<file path="src/rtl/imem_pkg.sv">
// Shared instruction-memory definitions: loader states, word geometry and
// the default memory size also used by the instruction memory itself.
package imem_pkg;

  localparam int WORD_BYTES = 4;
  localparam int LANE_W     = 2;
  localparam int IMEM_BYTES = 32;

  typedef enum logic [2:0] {
    S_IDLE,
    S_COLLECT,
    S_WRITE,
    S_DONE,
    S_ERROR
  } loader_state_t;

endpackage

</file>
<file path="src/rtl/imem_byte_packer.sv">
// Packs a little-endian byte stream into one 32-bit word.
// Tracks the current lane and accumulates the byte enables.
module imem_byte_packer
  import imem_pkg::*;
(
  input  logic                    clk,
  input  logic                    reset,
  input  logic                    clear,
  input  logic                    load,
  input  logic [7:0]              byte_data,
  output logic [LANE_W-1:0]       lane,
  output logic [8*WORD_BYTES-1:0] data,
  output logic [WORD_BYTES-1:0]   be
);

  always_ff @(posedge clk) begin
    if (reset || clear) begin
      lane <= '0;
      data <= '0;
      be   <= '0;
    end else if (load) begin
      data[{lane, 3'b000} +: 8] <= byte_data;
      be[lane]                  <= 1'b1;
      lane                      <= lane + 1'b1;
    end
  end

endmodule

</file>
<file path="src/rtl/imem_loader.sv">
// Instruction memory writer: collects bytes into words, writes them from
// BASE_ADDR upwards and holds the core in reset until the image is loaded.
//
//   state     | meaning
//   S_IDLE    | waiting for start, core held
//   S_COLLECT | accepting bytes into the current word
//   S_WRITE   | presenting the packed word until wr_ready
//   S_DONE    | image loaded, core released
//   S_ERROR   | image exceeded memory capacity, core held
module imem_loader
  import imem_pkg::*;
#(
  parameter logic [31:0] BASE_ADDR = 32'h0,
  parameter int unsigned MEM_BYTES = IMEM_BYTES
) (
  input  logic        clk,
  input  logic        reset,
  input  logic        start,
  input  logic        byte_valid,
  input  logic [7:0]  byte_data,
  input  logic        byte_last,
  output logic        byte_ready,
  output logic        wr_en,
  output logic [31:0] wr_addr,
  output logic [31:0] wr_data,
  output logic [3:0]  wr_be,
  input  logic        wr_ready,
  output logic        busy,
  output logic        done,
  output logic        error,
  output logic        cpu_hold,
  output logic [31:0] byte_count
);

  localparam logic [31:0] MEM_LIMIT = MEM_BYTES;

  loader_state_t     state;
  logic              last_seen;
  logic [LANE_W-1:0] lane;
  logic              start_ok;
  logic              xfer;
  logic              full;
  logic              pk_load;
  logic              pk_clear;

  assign start_ok = start && (state == S_IDLE || state == S_DONE || state == S_ERROR);
  assign xfer     = byte_valid && byte_ready;
  assign full     = (byte_count == MEM_LIMIT);
  assign pk_load  = xfer && !full;
  // The final word stays visible on wr_data after the load completes.
  assign pk_clear = start_ok || (state == S_WRITE && wr_ready && !last_seen);

  imem_byte_packer u_packer (
    .clk       (clk),
    .reset     (reset),
    .clear     (pk_clear),
    .load      (pk_load),
    .byte_data (byte_data),
    .lane      (lane),
    .data      (wr_data),
    .be        (wr_be)
  );

  always_ff @(posedge clk) begin
    if (reset) begin
      state      <= S_IDLE;
      byte_ready <= 1'b0;
      wr_en      <= 1'b0;
      wr_addr    <= BASE_ADDR;
      busy       <= 1'b0;
      done       <= 1'b0;
      error      <= 1'b0;
      cpu_hold   <= 1'b1;
      byte_count <= '0;
      last_seen  <= 1'b0;
    end else begin
      case (state)
        S_IDLE, S_DONE, S_ERROR: begin
          if (start_ok) begin
            state      <= S_COLLECT;
            byte_ready <= 1'b1;
            busy       <= 1'b1;
            done       <= 1'b0;
            error      <= 1'b0;
            cpu_hold   <= 1'b1;
            wr_addr    <= BASE_ADDR;
            byte_count <= '0;
            last_seen  <= 1'b0;
          end
        end
        S_COLLECT: begin
          if (xfer) begin
            if (full) begin
              state      <= S_ERROR;
              byte_ready <= 1'b0;
              busy       <= 1'b0;
              error      <= 1'b1;
            end else begin
              byte_count <= byte_count + 32'd1;
              if (lane == 2'd3 || byte_last) begin
                state      <= S_WRITE;
                byte_ready <= 1'b0;
                wr_en      <= 1'b1;
                last_seen  <= byte_last;
              end
            end
          end
        end
        S_WRITE: begin
          if (wr_ready) begin
            wr_en <= 1'b0;
            if (last_seen) begin
              state    <= S_DONE;
              busy     <= 1'b0;
              done     <= 1'b1;
              cpu_hold <= 1'b0;
            end else begin
              state      <= S_COLLECT;
              byte_ready <= 1'b1;
              wr_addr    <= wr_addr + 32'd4;
            end
          end
        end
        default: state <= S_IDLE;
      endcase
    end
  end

endmodule

</file>
<file path="config.mk">
export PLATFORM = sky130hd
export DESIGN_NAME = imem_loader
export DESIGN_NICKNAME = d
export VERILOG_FILES = /design/src/rtl/imem_pkg.sv /design/src/rtl/imem_byte_packer.sv /design/src/rtl/imem_loader.sv
export SDC_FILE = /design/constraint.sdc
export NUM_CORES = 1
export LEC_CHECK = 0
export BUFFER_PORTS_ARGS = -buffer_cell sky130_fd_sc_hd__buf_2
export CAP_MARGIN = 10
export CORE_UTILIZATION = 45
export CTS_CLUSTER_SIZE = 12
export DETAILED_ROUTE_END_ITERATION = 7
export MAX_ROUTING_LAYER = met4
export PLACE_DENSITY_LB_ADDON = 0.08
export SLEW_MARGIN = 40
export SYNTH_ARGS = -nofsm -noshare
export SYNTH_HDL_FRONTEND = slang
export SYNTH_SLANG_ARGS = --single-unit
</file>
<file path="constraint.sdc">
create_clock -name clk -period 5.5 [get_ports clk]
set_input_delay 0.55 -clock clk [delete_from_list [all_inputs] [get_ports clk]]
set_output_delay 0.55 -clock clk [all_outputs]
set_load 0.01 [all_outputs]
</file>
Word level (Yosys, flattened, before mapping)
Index checks and enable logic that the tools add are counted.
{"block": "word_totals", "input_bits": 14, "output_inout_bits": 106, "ff_bits": 112, "wordCells": 111}
{"block": "op_classes", "n_shift": 2, "n_reduce_logical": 28, "n_mux": 46, "bitwise": 1, "addsub": 4, "n_lt_le_gt_ge": 2, "n_eq_ne": 15}
{"operator": "2-to-1 mux 32 bit", "n": 5}
{"operator": "one-hot mux 32 bit (2 select lines)", "n": 2}
{"operator": "adder 32 x 1 -> 32 bit, second input constant", "n": 1}
{"operator": "adder 32 x 3 -> 32 bit, second input constant", "n": 1}
{"operator": "bitwise mux 32 bit", "n": 1}
{"operator": "== test 32 x 6 -> 1 bit, second input constant", "n": 1}
{"operator": "variable shift 8 x 7 -> 32 bit, first input constant", "n": 1}
{"operator": "indexed part select 8 x 7 -> 32 bit", "n": 1}
{"operator": "2-to-1 mux 1 bit", "n": 23}
{"operator": "AND reduction 4 bit", "n": 5}
{"operator": "inequality test 2 bit, second input constant", "n": 8}
{"operator": "2-to-1 mux 3 bit", "n": 5}
{"operator": "AND reduction 6 bit", "n": 2}
{"operator": "one-hot mux 1 bit (2 select lines)", "n": 5}
{"operator": "AND reduction 5 bit", "n": 2}
{"operator": "one-hot mux 3 bit (3 select lines)", "n": 1}
{"operator": "negator 5 -> 7 bit", "n": 1}
{"operator": "== test 3 x 2 -> 1 bit, second input constant", "n": 2}
{"operator": "logical AND 1 bit", "n": 6}
{"operator": "one-hot mux 1 bit (3 select lines)", "n": 2}
{"operator": "nonzero test 2 bit", "n": 3}
{"operator": "logical OR 1 bit", "n": 5}
{"operator": "OR 4 bit", "n": 1}
{"operator": "== test 3 x 1 -> 1 bit, second input constant", "n": 1}
{"operator": "other kinds (12)", "n": 13}

Depth between registers and ports, before layout
{"block": "logic_depth", "ltp_word": 6, "mapped_depth": 9, "ltp_nobuf": 7}

By module
From an unflattened synthesis, not the netlist that was laid out.
{"block": "unflattened", "hier_cells": 602, "hier_area_um2": 5221.3}
{"mod": "imem_loader", "area_per_inst_um2": 3719.8, "cells_per_inst": 450, "instances": 1, "seq_area_each_um2": 1441.4}
{"mod": "imem_byte_packer", "area_per_inst_um2": 1501.4, "cells_per_inst": 152, "instances": 1, "seq_area_each_um2": 760.7}

Worst setup path after synthesis
No wires, ideal clock.
{"block": "synth_path", "path_kind": "register to register", "from": "reg byte_count[0]", "to": "reg u_packer.data[14]", "t_arrival_ps": 1943, "stages_incl_launch_ff": 10, "t_required_ps": 5426, "period_less_slack_ps": 2017, "path_slack_ps": 3483, "setup_time_ps": 74, "path_buffers": 2, "cell_sequence": "dfxtp_1 -> inv_1 -> ha_1 -> nor4b_1 -> nand4_1 -> o21a_1 -> clkbuf_1 -> buf_1 -> nand4_1 -> o21ai_0"}
{"block": "synth_between", "elab_chain_cells": 3}
{"item": "start, declared", "line_no": "imem_loader.sv:32", "text": "output logic [31:0] byte_count"}
{"item": "start signal, assigned", "line_no": "imem_loader.sv:99", "text": "byte_count <= byte_count + 32'd1;"}
{"item": "== test 32 x 6 -> 1 bit", "line_no": "imem_loader.sv:48", "text": "assign full = (byte_count == MEM_LIMIT);"}
{"item": "logical NOT 1 bit", "line_no": "imem_loader.sv:49", "text": "assign pk_load = xfer && !full;"}
{"item": "logical AND 1 bit", "line_no": "imem_loader.sv:49"}
{"item": "end signal, assigned by index", "line_no": "imem_byte_packer.sv:22", "text": "data[{lane, 3'b000} +: 8] <= byte_data;"}
{"item": "end, declared", "line_no": "imem_byte_packer.sv:12", "text": "output logic [8*WORD_BYTES-1:0] data,"}
No other way between the ends.
A chain may end at the register's enable or synchronous reset.

Worst setup path after layout
{"block": "layout_path", "from": "reg state[0]", "to": "reg wr_addr[26]"}
{"block": "layout_between", "elab_chain_cells": 6, "elab_cells_between_ends": 14, "classes_between": "eq/ne: 6; mux: 1; reduce/logical: 7"}
{"item": "start, declared", "line_no": "imem_loader.sv:37", "text": "loader_state_t state;"}
{"item": "start signal, assigned", "line_no": "imem_loader.sv:66", "text": "state <= S_IDLE;"}
{"item": "start signal, assigned", "line_no": "imem_loader.sv:80", "text": "state <= S_COLLECT;"}
{"item": "start signal, assigned", "line_no": "imem_loader.sv:94", "text": "state <= S_ERROR;"}
{"item": "== test 3 x 2 -> 1 bit / logical NOT 3 bit (equally long branches)", "line_no": "imem_loader.sv:46, imem_loader.sv:77"}
{"item": "logical OR 1 bit (2 in a row)", "line_no": "imem_loader.sv:46", "text": "assign start_ok = start && (state == S_IDLE || state == S_DONE || state == S_ERROR);"}
{"item": "logical AND 1 bit", "line_no": "imem_loader.sv:46"}
{"item": "inequality test 2 bit (no line)"}
{"item": "AND reduction 4 bit (no line)"}
{"item": "end signal, assigned", "line_no": "imem_loader.sv:120", "text": "wr_addr <= wr_addr + 32'd4;"}
{"item": "end, declared", "line_no": "imem_loader.sv:24", "text": "output logic [31:0] wr_addr,"}
Parallel ways exist; a longest one is shown, timed or not.

==> summary.md <==
| Metric | Value |
|---|---|
| #FFs+latches synth | `110` |
| CP Launch Point | `state[0]` |
| Worst EP required | `5.78 ns` |
| Setup Total Neg Slack | `0 ns` |
| Switching share of power | `27.4%` |
| Critical path's slowest cell | `and4b_1` |
| Tmin final | `2.75 ns` |
| Unrepaired setup endpoints after global routing | `false` |
| Most frequent cells in the layout | `118 x buf_2, 110 x dfxtp_1, 58 x nor2_1` |
| Antenna violations before repair | `0` |
| Top_reg_cell synth | `dfxtp_1` |
| Internal cell power | `1170 µW` |
| Total GRT Usage | `23.3%` |
| Crit end category | `flop` |
| Cell count after synthesis | `632` |
| CP cell instances | `and4b_1, a211o_4, nand4_1, or4_1, a21oi_1` |
| Die ar. | `0.0121 mm²` |
| Cell area after layout | `0.00614 mm²` |
| Vias/cell | `5.74` |
| Max clock buf depth | `2` |
| Detailed Route WL | `13,400 µm` |
| DP Wirelength | `9480 µm` |
| Pin count of the biggest net entering global routing | `59` |
| Antenna Cells | `0` |
| Register share of total power | `51.1%` |
| Multiplexer share of the synthesized area | `0.191%` |
| Worst Setup Path Type | `flop to flop` |
| Final ANT Viol Nets | `0` |
| Worst reg-to-reg setup slack | `2.75 ns` |
| Average size of a mapped cell | `8.30 µm²` |
| Async SR Flop Fraction | `0%` |
| LEAKAGE | `0.00240 µW` |
| Final setup viols | `0` |
| Adder-Cell Fraction of Synth Area | `2.62%` |
| Reg-to-Reg Start | `state[0]` |
| Clk root buf | `clkbuf_16` |
| Drt pass-1 iters | `4` |
| Clock power frac | `39.0%` |
| Gate power share | `9.9%` |
| Placed instance area | `0.00586 mm²` |
| I/O Pins | `120` |
| Pwr Total | `1610 µW` |
| Synthesized-area fraction occupied by xor and xnor cells | `4.84%` |
| Hold Crit Class | `flop to flop` |
| Vias in the first global route | `4,282` |
| Cells on Worst Hold Path | `2` |
| CORE AREA | `0.0114 mm²` |
| Fraction of layout instances using a drive strength above 1 | `20.9%` |
| Average routed wire per standard cell | `15.4 µm` |
| Crit-path max FO | `16` |
| Synth Area in Compound Gates | `16.7%` |
| Arrival @ worst endpoint | `3.03 ns` |
| Clk slew on worst S/H paths | `0.08 ns` |
| Worst r2r dst | `wr_addr[26]` |
| FF-to-FF path depth | `5` |
| Fill count | `1,088` |
| Worst Hold Launch | `u_packer.data[8]` |
| Final Hold Viols | `0` |
| Post-synthesis cell type count | `58` |
| Post_cts resized | `0` |
| Post-CTS setup buffer count | `0` |
| CTS buffer count | `9` |
| Max_cap viols | `0` |
| Vias | `5,007` |
| Number of buffers added on ports | `117` |
| Post-synthesis sequential area ratio | `42.0%` |
| Switching pwr | `441 µW` |
| Synthesized cell area | `0.00525 mm²` |
| Setup Skew | `0.00871 ns` |
| Htree depth | `3` |
| Status | `finished clean` |
| Hold-fix buffers at CTS | `0` |
| Slew margin rel. | `51.7%` |
| Grt ovf | `0` |
| Pwr Density | `262 mW/mm²` |
| Hold path endpoint | `u_packer.data[8]` |
| Crit share post-route | `50.0%` |
| Placer Congestion | `0.830` |
| WP buf/inv | `0` |
| Initial cell density of the core | `46.1%` |
| Maximum vdd ir drop | `0.136 mV` |
| CTS sink count | `110` |
| CTS tree | `done` |
| Area Overhead vs Synth | `17.2%` |
| EDFF count, synth | `0` |
| Fin util | `54.0%` |
| Fin nets | `749` |
| Slew @ Worst Pin | `0.719 ns` |
| Die H | `110 µm` |
| Synth Area in Simple Gates | `29.0%` |
| Fmax | `0.363 GHz` |
| Commonest non-fill, non-tap cell in the layout | `buf_2` |
| Largest family of logic cells by synthesized area | `simple AND/OR/NAND/NOR gates` |
| Number of placement rows | `39` |
| Die width | `110 µm` |
| Delay-heaviest family, CP | `simple AND/OR/NAND/NOR gates` |
| Clk_lat worst skew | `0.36 ns` |
| DR iter-0 viols | `329` |
| Fin. max-slew vios | `0` |
| Crit start category | `flop` |
| Critical Path Max Stage Delay | `0.65 ns` |
| Residual DRC | `0` |
| First-pass GRT wire length | `21,100 µm` |
| Ys Warns | `0` |
==> state kept, by name, summed over array words and instances (netlist names) <==
register / cells
byte_count: 32
u_packer.data: 32
wr_addr: 30
u_packer.be: 4
state: 3
u_packer.lane: 2
busy: 1
byte_ready: 1
cpu_hold: 1
done: 1
error: 1
last_seen: 1
wr_en: 1
==> metrics by stage <==
step                      hold slack [ns]  setup WS [ns]  std cells
final                               0.459           2.75        872
after global routing                0.482           2.55        872
after CTS                           0.462           2.73        872
after detailed placement            0.450           2.75        856
after global placement              0.443           2.89        855
after floorplan                     0.478           3.48        633
==> layer usage <==
metal  up-vias  part of all wire [%]  global-route usage [%]
met1      2374                    46                    30.5
li1       2483                     -                       -
met5         -                     0                       -
met4         0                   1.6                    9.14
met3        14                   5.7                    3.68
met2       136                    46                    35.7
==> worst reg2reg max path, stage by stage, from the launching register on <==
cell     delay [ns]
dfxtp_1        0.64
and4b_1        0.65
a211o_4        0.29
nand4_1        0.40
or4_1          0.54
a21oi_1        0.16
==> area by class of cell <==
class / count / area (µm²) / area share [%]
clock buffers: 9 / 225 / 3.67
inverters: 17 / 63.8 / 1.04
well taps: 143 / 179 / 2.91
clock inverters: 7 / 58.8 / 0.957
multi-input cells: 466 / 2810 / 45.7
repair buffers: 120 / 606 / 9.86
flip-flops and latches: 110 / 2200 / 35.8
==> logic make-up (layout without fill, tap and decap cells) <==
family / Yosys count / count (layout)
mux: 1 / 1
flops: 110 / 110
fa+ha+maj: 11 / 11
buf+inv: 57 / 153
other cells: 1 / 2
simple gates: 285 / 285
xor+xnor: 29 / 29
compound gates: 138 / 138
==> Yosys cell counts, drive strengths merged, types with 16 or more instances <==
cell type  count  area (µm²)
o21ai         54         270
nand3         31         155
nand4         52         340
xor2          17         149
clkbuf        23        86.3
buf           17        92.6
a21oi         49         245
nor2          58         218
nand2         54         203
nor3          16        80.1
inv           16        60.1
dfxtp        110        2200
or3           28         175
==> worst max-delay path by stage <==
stage                             end  depth (start not counted)
floorplan           u_packer.data[14]                          9
global placement          wr_addr[26]                          6
detailed placement  u_packer.data[11]                          8
CTS                 u_packer.data[11]                          8
global route              wr_addr[26]                          5
finish                    wr_addr[26]                          5
==> power groups by stage <==
| stage | clock (µW) | sequential (µW) | combinational [µW] |
|---|---|---|---|
| 2_1_floorplan | 0 | 839 | 116 |
| 3_3_place_gp | 0 | 841 | 155 |
| 3_5_place_dp | 0 | 841 | 160 |
| 4_1_cts | 645 | 822 | 160 |
| 5_1_grt | 677 | 824 | 178 |
| 6_report | 627 | 822 | 158 |
No activity file was read; power rests on OpenSTA's default activity.
